<file path="config.mk">
export PLATFORM = sky130hd
export DESIGN_NAME = mp_mem_arbiter
export DESIGN_NICKNAME = d
export VERILOG_FILES = /design/src/rtl/mp_mem_arbiter.sv
export SDC_FILE = /design/constraint.sdc
export NUM_CORES = 1
export LEC_CHECK = 0
export BUFFER_PORTS_ARGS = -buffer_cell sky130_fd_sc_hd__buf_2
export CAP_MARGIN = 20
export CORE_MARGIN = 2
export CORE_UTILIZATION = 42
export CTS_BUF_LIST = sky130_fd_sc_hd__clkbuf_4 sky130_fd_sc_hd__clkbuf_8 sky130_fd_sc_hd__clkbuf_16
export CTS_CLUSTER_SIZE = 24
export DETAILED_ROUTE_END_ITERATION = 12
export GPL_TIMING_DRIVEN = 0
export PLACE_DENSITY = 0.76
export SLEW_MARGIN = 5
export SYNTH_ARGS = -nofsm -noshare
export SYNTH_HDL_FRONTEND = slang
export SYNTH_SLANG_ARGS = --single-unit
</file>
<file path="constraint.sdc">
create_clock -name clk -period 1.84 [get_ports clk]
set_input_delay 0.184 -clock clk [delete_from_list [all_inputs] [get_ports clk]]
set_output_delay 0.184 -clock clk [all_outputs]
set_load 0.05 [all_outputs]
</file>
<file path="src/rtl/mp_mem_arbiter.sv">
// -----------------------------------------------------------------------------
// mp_mem_arbiter
// Round-robin front end that lets NUM_CORES cores share one single-port data
// memory. One request is granted at a time. The memory command is issued for
// exactly one cycle. A read then waits a bounded number of cycles for
// mem_valid_out. A tagged response (core id, data, error) goes back to the cores.
//
// Ports
//   clk, reset_n        : clock (posedge) and asynchronous active-low reset
//   req, core_we        : per-core request (held until granted) and op (1=write)
//   core_addr/core_wdata: flattened per-core address / write data, core i at
//                         [i*W +: W]
//   gnt                 : one-hot grant, one-cycle pulse
//   mem_read_en/write_en: one-cycle memory strobes
//   mem_addr/mem_data_in: memory address / write data
//   mem_data_out/valid  : memory read data and its valid strobe
//   rsp_*               : response pulse with core id, data and timeout flag
//   busy                : high whenever the arbiter is not idle
// All outputs are registered.
// -----------------------------------------------------------------------------
module mp_mem_arbiter #(
    parameter int  NUM_CORES  = 4,
    parameter int  ADDR_WIDTH = 11,
    parameter int  DATA_WIDTH = 8,
    parameter int  TIMEOUT    = 16,
    localparam int CID_W      = $clog2(NUM_CORES)
) (
    input  logic                            clk,
    input  logic                            reset_n,
    input  logic [NUM_CORES-1:0]            req,
    input  logic [NUM_CORES-1:0]            core_we,
    input  logic [NUM_CORES*ADDR_WIDTH-1:0] core_addr,
    input  logic [NUM_CORES*DATA_WIDTH-1:0] core_wdata,
    output logic [NUM_CORES-1:0]            gnt,
    output logic                            mem_read_en,
    output logic                            mem_write_en,
    output logic [ADDR_WIDTH-1:0]           mem_addr,
    output logic [DATA_WIDTH-1:0]           mem_data_in,
    input  logic [DATA_WIDTH-1:0]           mem_data_out,
    input  logic                            mem_valid_out,
    output logic                            rsp_valid,
    output logic [CID_W-1:0]                rsp_core_id,
    output logic [DATA_WIDTH-1:0]           rsp_data,
    output logic                            rsp_err,
    output logic                            busy
);

    localparam int               CNT_W    = $clog2(TIMEOUT);
    localparam logic [CNT_W-1:0] CNT_LAST = CNT_W'(TIMEOUT - 1);
    localparam logic [CID_W-1:0] ID_LAST  = CID_W'(NUM_CORES - 1);
    localparam logic [CID_W:0]   N_EXT    = (CID_W + 1)'(NUM_CORES);

    typedef enum logic [1:0] {
        IDLE    = 2'd0,
        ISSUE   = 2'd1,
        RD_WAIT = 2'd2
    } state_t;

    state_t                 state_q, state_d;
    logic [CID_W-1:0]       rr_ptr_q, rr_ptr_d;
    logic [CID_W-1:0]       cur_id_q, cur_id_d;
    logic                   cur_we_q, cur_we_d;
    logic [CNT_W-1:0]       cnt_q, cnt_d;
    logic [NUM_CORES-1:0]   gnt_q, gnt_d;
    logic                   rd_en_q, rd_en_d;
    logic                   wr_en_q, wr_en_d;
    logic [ADDR_WIDTH-1:0]  addr_q, addr_d;
    logic [DATA_WIDTH-1:0]  wdata_q, wdata_d;
    logic                   rsp_valid_q, rsp_valid_d;
    logic [CID_W-1:0]       rsp_id_q, rsp_id_d;
    logic [DATA_WIDTH-1:0]  rsp_data_q, rsp_data_d;
    logic                   rsp_err_q, rsp_err_d;
    logic                   busy_q, busy_d;

    // Unpack the flattened per-core buses.
    logic [ADDR_WIDTH-1:0] addr_arr  [NUM_CORES];
    logic [DATA_WIDTH-1:0] wdata_arr [NUM_CORES];

    for (genvar gi = 0; gi < NUM_CORES; gi++) begin : g_unpack
        assign addr_arr[gi]  = core_addr[gi*ADDR_WIDTH +: ADDR_WIDTH];
        assign wdata_arr[gi] = core_wdata[gi*DATA_WIDTH +: DATA_WIDTH];
    end

    // Round-robin search: first set req bit at or above rr_ptr, wrapping.
    // The sum is one bit wider so the wrap can be done by a single subtract.
    logic             win_found;
    logic [CID_W-1:0] win_id;

    always_comb begin
        logic [CID_W:0] sum;
        win_found = 1'b0;
        win_id    = '0;
        sum       = '0;
        for (int k = 0; k < NUM_CORES; k++) begin
            sum = {1'b0, rr_ptr_q} + (CID_W + 1)'(k);
            if (sum >= N_EXT) begin
                sum = sum - N_EXT;
            end
            if (!win_found && req[sum[CID_W-1:0]]) begin
                win_found = 1'b1;
                win_id    = sum[CID_W-1:0];
            end
        end
    end

    // Next-state and registered-output logic.
    always_comb begin
        state_d     = state_q;
        rr_ptr_d    = rr_ptr_q;
        cur_id_d    = cur_id_q;
        cur_we_d    = cur_we_q;
        cnt_d       = cnt_q;
        gnt_d       = '0;
        rd_en_d     = 1'b0;
        wr_en_d     = 1'b0;
        addr_d      = addr_q;
        wdata_d     = wdata_q;
        rsp_valid_d = 1'b0;
        rsp_id_d    = rsp_id_q;
        rsp_data_d  = rsp_data_q;
        rsp_err_d   = rsp_err_q;

        case (state_q)
            IDLE: begin
                if (win_found) begin
                    gnt_d    = NUM_CORES'(1) << win_id;
                    wr_en_d  = core_we[win_id];
                    rd_en_d  = !core_we[win_id];
                    addr_d   = addr_arr[win_id];
                    wdata_d  = wdata_arr[win_id];
                    cur_id_d = win_id;
                    cur_we_d = core_we[win_id];
                    rr_ptr_d = (win_id == ID_LAST) ? '0 : win_id + 1'b1;
                    state_d  = ISSUE;
                end
            end
            ISSUE: begin
                if (cur_we_q) begin
                    rsp_valid_d = 1'b1;
                    rsp_id_d    = cur_id_q;
                    rsp_data_d  = '0;
                    rsp_err_d   = 1'b0;
                    state_d     = IDLE;
                end else begin
                    cnt_d   = '0;
                    state_d = RD_WAIT;
                end
            end
            RD_WAIT: begin
                // Valid data takes priority over a timeout on the same edge.
                if (mem_valid_out) begin
                    rsp_valid_d = 1'b1;
                    rsp_id_d    = cur_id_q;
                    rsp_data_d  = mem_data_out;
                    rsp_err_d   = 1'b0;
                    state_d     = IDLE;
                end else if (cnt_q == CNT_LAST) begin
                    rsp_valid_d = 1'b1;
                    rsp_id_d    = cur_id_q;
                    rsp_data_d  = '0;
                    rsp_err_d   = 1'b1;
                    state_d     = IDLE;
                end else begin
                    cnt_d = cnt_q + 1'b1;
                end
            end
            default: begin
                state_d = IDLE;
            end
        endcase

        busy_d = (state_d != IDLE);
    end

    always_ff @(posedge clk or negedge reset_n) begin
        if (!reset_n) begin
            state_q     <= IDLE;
            rr_ptr_q    <= '0;
            cur_id_q    <= '0;
            cur_we_q    <= 1'b0;
            cnt_q       <= '0;
            gnt_q       <= '0;
            rd_en_q     <= 1'b0;
            wr_en_q     <= 1'b0;
            addr_q      <= '0;
            wdata_q     <= '0;
            rsp_valid_q <= 1'b0;
            rsp_id_q    <= '0;
            rsp_data_q  <= '0;
            rsp_err_q   <= 1'b0;
            busy_q      <= 1'b0;
        end else begin
            state_q     <= state_d;
            rr_ptr_q    <= rr_ptr_d;
            cur_id_q    <= cur_id_d;
            cur_we_q    <= cur_we_d;
            cnt_q       <= cnt_d;
            gnt_q       <= gnt_d;
            rd_en_q     <= rd_en_d;
            wr_en_q     <= wr_en_d;
            addr_q      <= addr_d;
            wdata_q     <= wdata_d;
            rsp_valid_q <= rsp_valid_d;
            rsp_id_q    <= rsp_id_d;
            rsp_data_q  <= rsp_data_d;
            rsp_err_q   <= rsp_err_d;
            busy_q      <= busy_d;
        end
    end

    assign gnt          = gnt_q;
    assign mem_read_en  = rd_en_q;
    assign mem_write_en = wr_en_q;
    assign mem_addr     = addr_q;
    assign mem_data_in  = wdata_q;
    assign rsp_valid    = rsp_valid_q;
    assign rsp_core_id  = rsp_id_q;
    assign rsp_data     = rsp_data_q;
    assign rsp_err      = rsp_err_q;
    assign busy         = busy_q;

endmodule

</file>
==> flow_summary.yaml <==
outcome:
  status: "finished, final reports clean"
sta:
  finalSetupViolCount: 0
  min_period_over_period_pct: 94.9
  finalCriticalPeriod_ns: 1.75
  fmaxAchievable_mhz: 573
  drv_slew: 0
  fin_skew_ns: 0.00623
  tightest_slew_ns: 0.503
  timing.slew.headroom_pct: 66.4
  hold_viol_final: 0
final_layout:
  drive_above_1_share_pct: 41.9
  n_antenna_cell: 0
  syn2layout_area_growth_pct: 36.7
  final_cell_mix: "134 x buf_2, 48 x dfrtp_1, 45 x nand2_1"
  final_common_cell: "buf_2"
  design_area_mm2: 0.00387
  final_nets: 545
global_routing:
  grt_start_max_net_pins: 50
  grt_pass1_wl_mm: 12.1
  gr-usage-all-layers_pct: 20.4
  antenna_found_initial: 0
  gr-total-overflow: 0
  grt_pass1_vias: 2548
pwr:
  p_leak_nw: 2.03
  power_density_mw_per_mm2: 1710
  power.total_mw: 6.62
  max-vdd-ir-drop_v: 0.000917
synthesis:
  synth_area_mm2: 0.00283
  ys_ff_latch: 49
  syn_avg_cell_area_um2: 9.56
  ys_types: 37
  syn_nets: 400
  yosysWarningCount: 0
  synth_cells: 296
  synth-seq-area-share_pct: 43.3
worst_setup_path:
  start_kind: "register"
  reg2reg_to: "gnt[2]"
  r2r-start: "rr_ptr_q[1]"
  crit_fanout: 11
  critical_path_class: "reg2reg"
  arrival_ns: 1.94
  rr_worst_depth: 7
  end_kind: "register"
  required_ns: 2.03
  worst-r2r-setup-slack_ns: 0.09
clocking:
  htree_levels: 2
  cts_tree: "yes"
  clkTransAtPathRegs_ns: 0.09
  cts.sinks: 49
  clockBufferDepth: 2
  cts-buffers-inserted: 5
  cts_root_buf: "clkbuf_8"
  insertion_delay_ns: 0.30
drt:
  first_pass_iters: 4
  drc_errors: 0
  ant_nets: 0
  wl_mm: 7.62
  vias: 2681
  vias_per_cell: 5.17
  wire_per_inst_um: 14.7
  drtIter0Drc: 89
floorplanning:
  die_w_um: 86.1
  coreArea_mm2: 0.00642
  die-area_mm2: 0.00741
  die_h_um: 86.1
  io_pins: 133
  initial_core_util_pct: 44.0
  rows: 29
worst_hold_path:
  whs_endpoint: "rsp_data[6]"
  hold_depth: 3
  holdCritPathClass: "in2reg"
  hold_start: "mem_data_out[6]"
placed_design:
  placed_cell_area_mm2: 0.00359
  port_buffers: 132
  dp_hpwl_mm: 5.91
  gp_congestion: 0.814
flow_run:
  cap_violations: 0
==> worst max path at each step <==
| stage | startpoint | to | slack [ns] | depth (start not counted) |
|---|---|---|---|---|
| 6_report | rr_ptr_q[1] | gnt[2] | 0.09 | 7 |
| 5_1_grt | rr_ptr_q[1] | mem_data_in[1] | -0.002 | 7 |
| 4_1_cts | state_q[0] | cnt_q[2] | 0.008 | 7 |
| 3_5_place_dp | state_q[0] | rsp_data[0] | -0.23 | 7 |
| 3_3_place_gp | state_q[0] | rsp_data[6] | -0.18 | 6 |
| 2_1_floorplan | state_q[0] | cnt_q[2] | 0.09 | 7 |
==> kinds of logic (layout without fill, tap and decap cells) <==
family,Yosys count,count (layout),share of synthesized area [%]
adders and majority gates,9,9,3.98
AOI/OAI and AO/OA,89,89,21.2
muxes,24,24,8.62
and+or+nand+nor,100,100,17.9
DFF,49,49,43.3
buffers and inverters,25,171,4.95
==> synth_stat cells, drive strengths merged <==
| cell | count | area share, % |
|---|---|---|
| a2bb2oi | 1 | 0.53 |
| o21ai | 33 | 5.8 |
| nand2b | 4 | 0.88 |
| a21o | 2 | 0.53 |
| nor2 | 11 | 1.5 |
| inv | 6 | 0.80 |
| buf | 12 | 3.2 |
| a32o | 1 | 0.35 |
| a31oi | 1 | 0.22 |
| nor3b | 2 | 0.53 |
| or3 | 1 | 0.22 |
| and3 | 25 | 5.5 |
| and2 | 5 | 1.2 |
| a21boi | 18 | 4.8 |
| clkbuf | 7 | 0.97 |
| ha | 9 | 4.0 |
| a22o | 2 | 0.62 |
| nand3 | 2 | 0.80 |
| a211o | 1 | 0.31 |
| mux2i | 21 | 7.4 |
| a211oi | 4 | 1.8 |
| o211ai | 19 | 5.0 |
| nand2 | 46 | 6.2 |
| dfrtp | 49 | 43 |
| or2 | 3 | 0.66 |
| or4 | 1 | 0.40 |
| mux2 | 3 | 1.2 |
| a21oi | 7 | 1.2 |
==> repair_timing <==
action                                  CTS  global route
endpoints found under the setup margin   25            36
hold buffers                              0             1
setup buffers                             2             3
gates resized for setup                   6            27
hold endpoints to repair                  0            21
pin swaps                                 0             3
==> metal layers <==
metal	up-vias	track usage, %	wire length (µm)	share of wire (%)
met5	-	0	0	0
met1	1223	26.6	3370	44
met4	0	5.48	95	1.2
met2	111	34.8	3660	48
li1	1338	-	-	-
met3	9	3.75	494	6.5
==> power by group <==
group / switching (mW) / internal, mW
Combinational: 2.62 / 1.33
Sequential: 0.257 / 1.51
Clock: 0.366 / 0.540
==> metrics by stage <==
| step | hold slack [ns] | utilization (%) | setup WS, ns | std cells | setup TNS [ns] |
|---|---|---|---|---|---|
| after floorplan | -0.112 | - | 0.0851 | 296 | 0 |
| after global placement | 0.435 | 55.8 | -0.179 | 505 | -1.35 |
| after detailed placement | 0.442 | 55.8 | -0.235 | 505 | -1.87 |
| after CTS | 0.118 | 58.4 | 0.00784 | 514 | 0 |
| after global routing | 0.130 | 60.2 | -0.00239 | 519 | -0.00239 |
| final | 0.124 | 60.2 | 0.0941 | 519 | 0 |
==> final cells by class <==
class	instances	area [µm²]
multi-input cells	222	1510
inverters	6	27.5
clock buffers	5	68.8
flip-flops and latches	49	1230
fillers	584	2550
plain buffers	18	149
well taps	77	96.3
repair buffers	139	728
clock inverters	3	65.1
==> critical path, stage by stage (launching register included) <==
cell       delay, ns
dfrtp_1         0.44
mux2i_1         0.15
a2bb2oi_2       0.24
and2_4          0.22
clkinv_4        0.09
buf_12          0.16
ha_1            0.19
and3_1          0.15
==> registers in the layout (all words and copies together) (netlist names) <==
register and flops:
rsp_core_id 2, rr_ptr_q 2, mem_data_in 8, rsp_valid 1, state_q 2, mem_addr 11, cur_id_q 2, cnt_q 4
gnt 4, busy 1, rsp_err 1, mem_read_en 1, rsp_data 8, cur_we_q 1, mem_write_en 1
Note: power is estimated with default switching activity, not from simulation.
